--- config.mk ---
export PLATFORM = sky130hd
export DESIGN_NAME = conv_result_writer
export DESIGN_NICKNAME = d
export VERILOG_FILES = /design/src/rtl/conv_pkg.sv /design/src/rtl/pixel_quantizer.sv /design/src/rtl/conv_result_writer.sv
export SDC_FILE = /design/constraint.sdc
export NUM_CORES = 1
export LEC_CHECK = 0
export CAP_MARGIN = 20
export CORE_MARGIN = 5
export CORE_UTILIZATION = 30
export CTS_CLUSTER_DIAMETER = 150
export CTS_CLUSTER_SIZE = 10
export DETAILED_ROUTE_END_ITERATION = 6
export SLEW_MARGIN = 20
export SYNTH_ARGS = -nofsm -noshare
export SYNTH_HDL_FRONTEND = slang
export SYNTH_HIERARCHICAL = 1
export SYNTH_SLANG_ARGS = --single-unit
--- constraint.sdc ---
create_clock -name pixel_clk -period 3.3 [get_ports pixel_clk]
set_input_delay 0.66 -clock pixel_clk [delete_from_list [all_inputs] [get_ports pixel_clk]]
set_output_delay 0.66 -clock pixel_clk [all_outputs]
set_load 0.02 [all_outputs]
--- src/rtl/conv_pkg.sv ---
//------------------------------------------------------------------------------
// Module : conv_pkg
// Brief  : Shared geometry, word-packing constants and writer FSM encoding.
// Rev    : 1.0 - initial release
//------------------------------------------------------------------------------
`default_nettype none

package conv_pkg;

    localparam int IMG_W          = 640;
    localparam int IMG_H          = 480;
    localparam int PIX_W          = 4;
    localparam int PIX_PER_WORD   = 3;
    localparam int WORDS_PER_LINE = 214;
    localparam int ADDR_W         = 17;
    localparam int SUM_W          = 12;
    localparam int WORD_W         = PIX_W * PIX_PER_WORD;

    typedef enum logic [1:0] {
        IDLE = 2'd0,
        PACK = 2'd1,
        DONE = 2'd2
    } wr_state_e;

endpackage

`default_nettype wire

--- src/rtl/pixel_quantizer.sv ---
//------------------------------------------------------------------------------
// Module : pixel_quantizer
// Brief  : Combinational scale + clamp of a signed convolution sum to one pixel.
//          Macro WRITER_ABS_EN: take |q| before clamping (edge magnitude).
// Rev    : 1.0 - initial release
//------------------------------------------------------------------------------
`default_nettype none

module pixel_quantizer
    import conv_pkg::*;
#(
    parameter int RES_SHIFT = 4
) (
    input  logic signed [SUM_W-1:0] conv_sum,
    output logic        [PIX_W-1:0] pix
);

    logic signed [SUM_W-1:0] q;
    logic signed [SUM_W-1:0] mag;

    always_comb begin
        q = conv_sum >>> RES_SHIFT;
`ifdef WRITER_ABS_EN
        mag = q[SUM_W-1] ? -q : q;
`else
        mag = q;
`endif
        if (mag[SUM_W-1]) begin
            pix = '0;
        end else if (|mag[SUM_W-2:PIX_W]) begin
            pix = '1;
        end else begin
            pix = mag[PIX_W-1:0];
        end
    end

endmodule

`default_nettype wire

--- src/rtl/conv_result_writer.sv ---
//------------------------------------------------------------------------------
// Module : conv_result_writer
// Brief  : Quantizes raster-order conv sums, packs 3 pixels/word, writes BRAM.
//          Macro WRITER_ABS_EN selects magnitude quantization (see pixel_quantizer).
// Rev    : 1.0 - initial release
//------------------------------------------------------------------------------
`default_nettype none

module conv_result_writer #(
    parameter int IMG_W     = conv_pkg::IMG_W,
    parameter int IMG_H     = conv_pkg::IMG_H,
    parameter int RES_SHIFT = 4,
    parameter int BASE_ADDR = 0
) (
    input  logic                        pixel_clk,
    input  logic                        rst,
    input  logic                        enable,
    input  logic                        in_valid,
    input  logic [conv_pkg::SUM_W-1:0]  conv_sum,
    output logic                        in_ready,
    output logic                        bram_we,
    output logic [conv_pkg::ADDR_W-1:0] bram_addr,
    output logic [conv_pkg::WORD_W-1:0] bram_din,
    output logic                        done
);

    import conv_pkg::*;

    localparam int COL_W  = (IMG_W > 1) ? $clog2(IMG_W) : 1;
    localparam int LINE_W = (IMG_H > 1) ? $clog2(IMG_H) : 1;

    wr_state_e          state_q, state_d;
    logic [1:0]         slot_q, slot_d;
    logic [COL_W-1:0]   col_q, col_d;
    logic [LINE_W-1:0]  line_q, line_d;
    logic [WORD_W-1:0]  acc_q, acc_d;
    logic [ADDR_W-1:0]  waddr_q, waddr_d;
    logic               we_q, we_d;
    logic [ADDR_W-1:0]  addr_q, addr_d;
    logic [WORD_W-1:0]  din_q, din_d;
    logic               done_q, done_d;

    logic [PIX_W-1:0]   pix_w;
    logic [WORD_W-1:0]  word_w;
    logic               ready_w;
    logic               xfer_w;
    logic               last_col_w;
    logic               last_line_w;

    pixel_quantizer #(
        .RES_SHIFT (RES_SHIFT)
    ) u_quant (
        .conv_sum  (conv_sum),
        .pix       (pix_w)
    );

    assign ready_w     = (state_q == PACK) && enable;
    assign xfer_w      = in_valid && ready_w;
    assign last_col_w  = (col_q == COL_W'(IMG_W - 1));
    assign last_line_w = (line_q == LINE_W'(IMG_H - 1));

    // Drop the new pixel into its nibble; the accumulator is cleared after every write,
    // so nibbles beyond a short line-end word stay zero.
    always_comb begin
        word_w = acc_q;
        case (slot_q)
            2'd0:    word_w[11:8] = pix_w;
            2'd1:    word_w[7:4]  = pix_w;
            default: word_w[3:0]  = pix_w;
        endcase
    end

    always_comb begin
        state_d = state_q;
        slot_d  = slot_q;
        col_d   = col_q;
        line_d  = line_q;
        acc_d   = acc_q;
        waddr_d = waddr_q;
        we_d    = 1'b0;
        addr_d  = addr_q;
        din_d   = din_q;
        done_d  = (state_q == DONE);

        case (state_q)
            IDLE: begin
                if (enable) begin
                    state_d = PACK;
                    slot_d  = 2'd0;
                    col_d   = '0;
                    line_d  = '0;
                    acc_d   = '0;
                    waddr_d = ADDR_W'(BASE_ADDR);
                end
            end
            PACK: begin
                if (xfer_w) begin
                    acc_d  = word_w;
                    slot_d = slot_q + 2'd1;
                    if ((slot_q == 2'd2) || last_col_w) begin
                        we_d    = 1'b1;
                        addr_d  = waddr_q;
                        din_d   = word_w;
                        waddr_d = waddr_q + ADDR_W'(1);
                        acc_d   = '0;
                        slot_d  = 2'd0;
                    end
                    if (last_col_w) begin
                        col_d = '0;
                        if (last_line_w) begin
                            line_d  = '0;
                            waddr_d = ADDR_W'(BASE_ADDR);
                            state_d = DONE;
                        end else begin
                            line_d = line_q + LINE_W'(1);
                        end
                    end else begin
                        col_d = col_q + COL_W'(1);
                    end
                end
            end
            DONE: begin
                state_d = IDLE;
            end
            default: begin
                state_d = IDLE;
            end
        endcase
    end

    always_ff @(posedge pixel_clk or negedge rst) begin
        if (!rst) begin
            state_q <= IDLE;
            slot_q  <= 2'd0;
            col_q   <= '0;
            line_q  <= '0;
            acc_q   <= '0;
            waddr_q <= ADDR_W'(BASE_ADDR);
            we_q    <= 1'b0;
            addr_q  <= '0;
            din_q   <= '0;
            done_q  <= 1'b0;
        end else begin
            state_q <= state_d;
            slot_q  <= slot_d;
            col_q   <= col_d;
            line_q  <= line_d;
            acc_q   <= acc_d;
            waddr_q <= waddr_d;
            we_q    <= we_d;
            addr_q  <= addr_d;
            din_q   <= din_d;
            done_q  <= done_d;
        end
    end

    assign in_ready  = ready_w;
    assign bram_we   = we_q;
    assign bram_addr = addr_q;
    assign bram_din  = din_q;
    assign done      = done_q;

endmodule

`default_nettype wire
==> results of run 1 <==
## layout make-up
type / instances / area, sq um
clock buffer: 10 / 239.0
clock inverter: 5 / 77.57
fill: 1309 / 8170
inverter: 8 / 30.03
multi-input combinational: 277 / 1815
sequential: 83 / 2077
tap: 176 / 220.2
timing repair buffer: 52 / 508.0
## metal layers
| metal | track usage (%) | vias up | routed length, microns |
|---|---|---|---|
| met3 | 4.350 | 10 | 360 |
| met5 | 0 | - | 0 |
| met2 | 19.26 | 64 | 4412 |
| li1 | - | 1493 | - |
| met4 | 4.145 | 0 | 161 |
| met1 | 15.79 | 1562 | 4317 |
## power by group through the flow
| stage | Combinational [mW] | Clock (mW) | Sequential, mW |
|---|---|---|---|
| global placement | 1.06 | 0 | 1.44 |
| CTS | 1.08 | 1.10 | 1.43 |
| floorplan | 0.506 | 0 | 1.57 |
| detailed placement | 1.07 | 0 | 1.45 |
| finish | 1.06 | 1.07 | 1.43 |
| global route | 1.17 | 1.15 | 1.46 |
## metrics by stage
step / cells / worst slack, ps
2_1_floorplan: 385 / 1246
3_3_place_gp: 596 / 477.0
3_5_place_dp: 596 / 357.4
4_1_cts: 611 / 626.3
5_1_grt: 611 / 446.1
6_report: 611 / 650.8
## flip-flops by register name, indices dropped and copies added, names as in the netlist
signal	cells
acc_q	12
waddr_q	17
bram_din	12
bram_we	1
slot_q	2
col_q	10
line_q	9
state_q	2
done	1
bram_addr	17
## worst paths after layout
| path | to | slack, ps | start |
|---|---|---|---|
| hold reg to reg | bram_din[0]$_DFFE_PN0P_ | 480 | bram_din[0]$_DFFE_PN0P_ |
| max in group asynchronous | bram_addr[5]$_DFFE_PN0P_ | 2300 | rst |
| min in group pixel_clk | bram_din[0]$_DFFE_PN0P_ | 480 | bram_din[0]$_DFFE_PN0P_ |
| setup reg to reg | waddr_q[14]$_DFFE_PN0P_ | 810 | col_q[0]$_DFFE_PN0P_ |
| hold / removal | col_q[1]$_DFFE_PN0P_ | 280 | rst |
| setup / recovery | in_ready | 650 | enable |
## kinds of logic (layout without fill, tap and decap cells)
| logic type | after synthesis | in the layout | share of synthesized area [%] |
|---|---|---|---|
| compound gates | 80 | 80 | 13.74 |
| xor+xnor | 16 | 16 | 3.505 |
| fa+ha+maj | 6 | 6 | 1.877 |
| buf+inv | 25 | 75 | 2.659 |
| flops | 83 | 83 | 51.94 |
| mux | 29 | 29 | 7.728 |
| simple gates | 146 | 146 | 18.56 |
## worst max-delay path: stages
cell and delay (ps):
clkdlybuf4s50_1 570, and2_1 150, clkdlybuf4s50_1 610
## cell usage after synthesis (all sizes together), types with 9 or more instances
cell type | number | area (sq um)
a21oi | 12 | 60.06
a32o | 9 | 90.09
clkbuf | 13 | 50.04
dfrtp | 83 | 2077
mux2 | 15 | 168.9
mux2i | 14 | 140.1
nand2 | 39 | 146.4
nand3 | 11 | 55.05
nand4 | 10 | 62.56
nor2 | 33 | 126.4
nor3 | 12 | 60.06
nor4 | 10 | 62.56
o21ai | 32 | 160.1
xnor2 | 14 | 122.6
## cell usage in the layout, fill, tap and decap left out, types with 3 or more instances in the layout
cell,n
nor2_1,32
dfrtp_1,83
nand2_1,39
and4_1,3
mux2i_1,14
mux2_2,15
clkdlybuf4s50_1,42
and3_1,8
nor2b_1,3
a32o_1,9
ha_1,6
or4_1,3
inv_1,8
nor4_1,10
xnor2_1,14
nor3_1,12
a21oi_1,12
a21o_1,4
nand4_1,10
a22o_1,7
o21ai_0,29
buf_4,9
clkbuf_16,9
nand3_1,11
o21ai_1,3
==> flow_metrics.tcl, run 1 <==
set metrics [dict create \
    pwr-share-clk_pct 30.1 \
    netSwitchingPower_mw 1.118 \
    relSlewSlack_pct 38.16 \
    finalMaxSlewViolations 0 \
    syn_avg_cell_area_sq_um 10.39 \
    dr.pass1.iters 5 \
    crit_path_start_kind "input port" \
    routed-via-count 3129 \
    power.total_mw 3.556 \
    hold_buffers 0 \
    critPathKind "input port to primary output" \
    cts.reportedPaths.clkPinSlew_ps 60 \
    status "finished clean" \
    design_area_sq_mm 0.004967 \
    via_per_inst 5.121 \
    fin_crit_sh_pct 80.28 \
    synthCells 385 \
    power_density_mw_per_mm2 715.8 \
    port_buffers 43 \
    cts_buffer_depth 2 \
    vdd_drop_max_mv 0.3421 \
    cts_setup_buffers 0 \
    reg2reg_depth 6 \
    numCtsBuffers 9 \
    rsz0062_at_grt "false" \
    yosysUniqueCellTypes 52 \
    share_seq_of_total_power_pct 40.1 \
    setup_viol 0 \
    gp_congestion 0.8408 \
    route.detailed.drc 0 \
    netSwitchingFraction_pct 31.45 \
    min_period_ps 2649 \
    layout.nets 453 \
    fmax_mhz 377.5 \
    dieHeight_microns 125.5 \
    pwr-share-comb_pct 29.8 \
    clock_skew_ps 8.283 \
    async_flop_share_pct 100.0 \
    p_leak_nw 2.146 \
    grt_usage_pct 12.27 \
    crit_path_end_kind "primary output" \
    fin_setup_tns_ps 0 \
    h-tree-depth 3 \
    ant_nets 0 \
    drt_iter0_drc 221 \
    wire_per_inst_microns 15.14 \
    dieArea_sq_mm 0.01574 \
    critPathMaxFanout 6 \
    p_int_mw 2.437 \
    place_hpwl_microns 6454 \
    synth_edf_count 0 \
    cap_viol_max_count 0 \
    ios 48 \
    synth-main-ff-cell "dfrtp_1" \
    holdWs_ps 275.8 \
    grt_pass1_wl_microns 15850 \
    yosys_warnings 6 \
    synth_fp_nets 407 \
    first_global_vias 3188 \
    cts_tree "yes" \
    grt-ovfl-total 0 \
    drive_above_1_share_pct 10.57 \
    place_area_sq_mm 0.004651 \
    final_hold_viol_count 0 \
    worstMarginPinSlew_ps 920.5 \
    final_util_pct 37.81 \
    clock-sinks 83 \
    die_x_microns 125.5 \
    area_delta_synth_final_pct 24.22 \
    start_util_pct 30.44 \
    antenna_found_initial 0 \
    grt_max_degree 36 \
    core.rowCount 42 \
    syn_area_sq_mm 0.003999 \
    hold_path_class "input port to async pin" \
    cts-root-buf "clkbuf_16" \
    cp_data_required_time_ps 2640 \
    coreArea_sq_mm 0.01314 \
    wl_microns 9252 \
    crit_arrival_ps 1990 \
    diodes 0 \
    clk_latency_ps 340 \
    synth-seq-area-share_pct 51.94 \
    ys_seq_elements 83 \
    cts-resized-gates 0 \
]
Power figures use the tool's default switching activity.
==> inputs of run 2 (changes only) <==
==> constraint.sdc (replaced) <==
create_clock -name pixel_clk -period 2.7 [get_ports pixel_clk]
set_input_delay 0.54 -clock pixel_clk [delete_from_list [all_inputs] [get_ports pixel_clk]]
set_output_delay 0.54 -clock pixel_clk [all_outputs]
set_load 0.02 [all_outputs]
==> flow_metrics.tcl, run 2 (synthesis gave the netlist of run 1 again) <==
set metrics [dict create \
    diodes 0 \
    setup_viol 0 \
    grt_usage_pct 12.25 \
    route.detailed.drc 0 \
    via_per_inst 5.018 \
    power.total_mw 4.279 \
    hold_path_class "input port to async pin" \
    critPathKind "input port to primary output" \
    layout_common_cells "83 x dfrtp_1, 42 x clkdlybuf4s50_1, 39 x nand2_1" \
    numCtsBuffers 9 \
    preCtsSetupSlack_ps 75.38 \
    grt_pass1_wl_microns 15850 \
    die_x_microns 125.5 \
    start_util_pct 30.44 \
    h-tree-depth 3 \
    layout_commonest_cell "dfrtp_1" \
    dr.pass1.iters 4 \
    fin_crit_sh_pct 89.83 \
    vdd_drop_max_mv 0.4774 \
    gp_congestion 0.8290 \
    multi_input_area_sq_mm 0.001815 \
    ant_nets 0 \
    clock-sinks 83 \
    cp_slowest_cell "clkdlybuf4s50_1" \
    finalWorstSetupSlack_ps 274.7 \
    crit_path_end_kind "primary output" \
    crit_arrival_ps 1890 \
    drive_above_1_share_pct 11.09 \
    r2r_start "col_q[0]$_DFFE_PN0P_" \
    crit_path_start_kind "input port" \
    p_leak_nw 2.174 \
    worstMarginPinSlew_ps 588.6 \
    ios 48 \
    crit_chain "clkdlybuf4s50_1 -> and2_1 -> clkdlybuf4s50_1" \
    fin_setup_tns_ps 0 \
    wire_per_inst_microns 15.08 \
    clock_skew_ps 6.121 \
    relSlewSlack_pct 60.58 \
    max_stage_delay_ps 590 \
    place_hpwl_microns 6544 \
    cts_tree "yes" \
    fillCellCount 1332 \
    grt_max_degree 43 \
    cts-resized-gates 0 \
    final_hold_viol_count 0 \
    seq_area_sq_mm 0.002077 \
    cap_viol_max_count 0 \
    reg2reg_depth 7 \
    drt_iter0_drc 260 \
    routed-via-count 3101 \
    area_delta_synth_final_pct 25.28 \
    fmax_mhz 412.3 \
    wl_microns 9321 \
    cpMostUsedCell "clkdlybuf4s50_1" \
    dieHeight_microns 125.5 \
    power_density_mw_per_mm2 854.2 \
    clk_latency_ps 340 \
    rsz0062_at_grt "false" \
    status "finished clean" \
    dieArea_sq_mm 0.01574 \
    port_buffers 43 \
    critPathMaxFanout 6 \
    grt-ovfl-total 0 \
    core.rowCount 42 \
    layout.nets 459 \
    cts_buffer_depth 2 \
    hold_buffers 0 \
    antenna_found_initial 0 \
    reg2reg_to "line_q[7]$_DFFE_PN0P_" \
    finalMaxSlewViolations 0 \
    reg2reg_slack_ps 430 \
    cts.reportedPaths.clkPinSlew_ps 60 \
    min_period_ps 2425 \
    cts-root-buf "clkbuf_16" \
    final_util_pct 38.13 \
    first_global_vias 3134 \
    cp_data_required_time_ps 2160 \
    cts_setup_buffers 0 \
    coreArea_sq_mm 0.01314 \
]
## run 2: worst max-delay path by stage
stage | startpoint | end | slack [ps] | cells past startpoint
after floorplan | col_q[0]$_DFFE_PN0P_ | bram_addr[16]$_DFFE_PN0P_ | 650 | 7
after global placement | enable | waddr_q[11]$_DFFE_PN0P_ | 190 | 8
after detailed placement | enable | waddr_q[11]$_DFFE_PN0P_ | 80 | 8
after CTS | enable | in_ready | 250 | 3
after global routing | enable | in_ready | 200 | 3
final | enable | in_ready | 270 | 3
## run 2: critical path, delay by kind of cell
kind                   cells  cell delay, ps
buffers and inverters      2            1180
and+or+nand+nor            1             160
## run 2: metrics by stage
stage               hold slack, ps  cells  area [sq um]
global placement             461.3    602          4721
detailed placement           473.9    602          4721
global route                 245.3    618          5010
CTS                          224.2    618          5010
floorplan                    244.4    385          3999
finish                       195.8    618          5010
## run 2: per-layer routing
layer | wire, microns | part of all wire, % | GRT usage, %
met2 | 4456 | 48 | 19.63
met1 | 4442 | 48 | 16.08
met4 | 80 | 0.86 | 2.997
met3 | 341 | 3.7 | 4.009
met5 | 0 | 0 | 0
## run 2: area by class of cell
class / count / share of cell area, %
Sequential cell: 83 / 41.46
Multi-Input combinational cell: 277 / 36.24
Timing Repair Buffer: 58 / 11.54
Clock buffer: 14 / 5.070
Tap cell: 176 / 4.396
Clock inverter: 2 / 0.6993
Inverter: 8 / 0.5994
## run 2: report_power, final
group,switching [mW],internal (mW)
combinational,0.693,0.632
sequential,0.201,1.54
clock,0.469,0.742
total,1.36,2.92
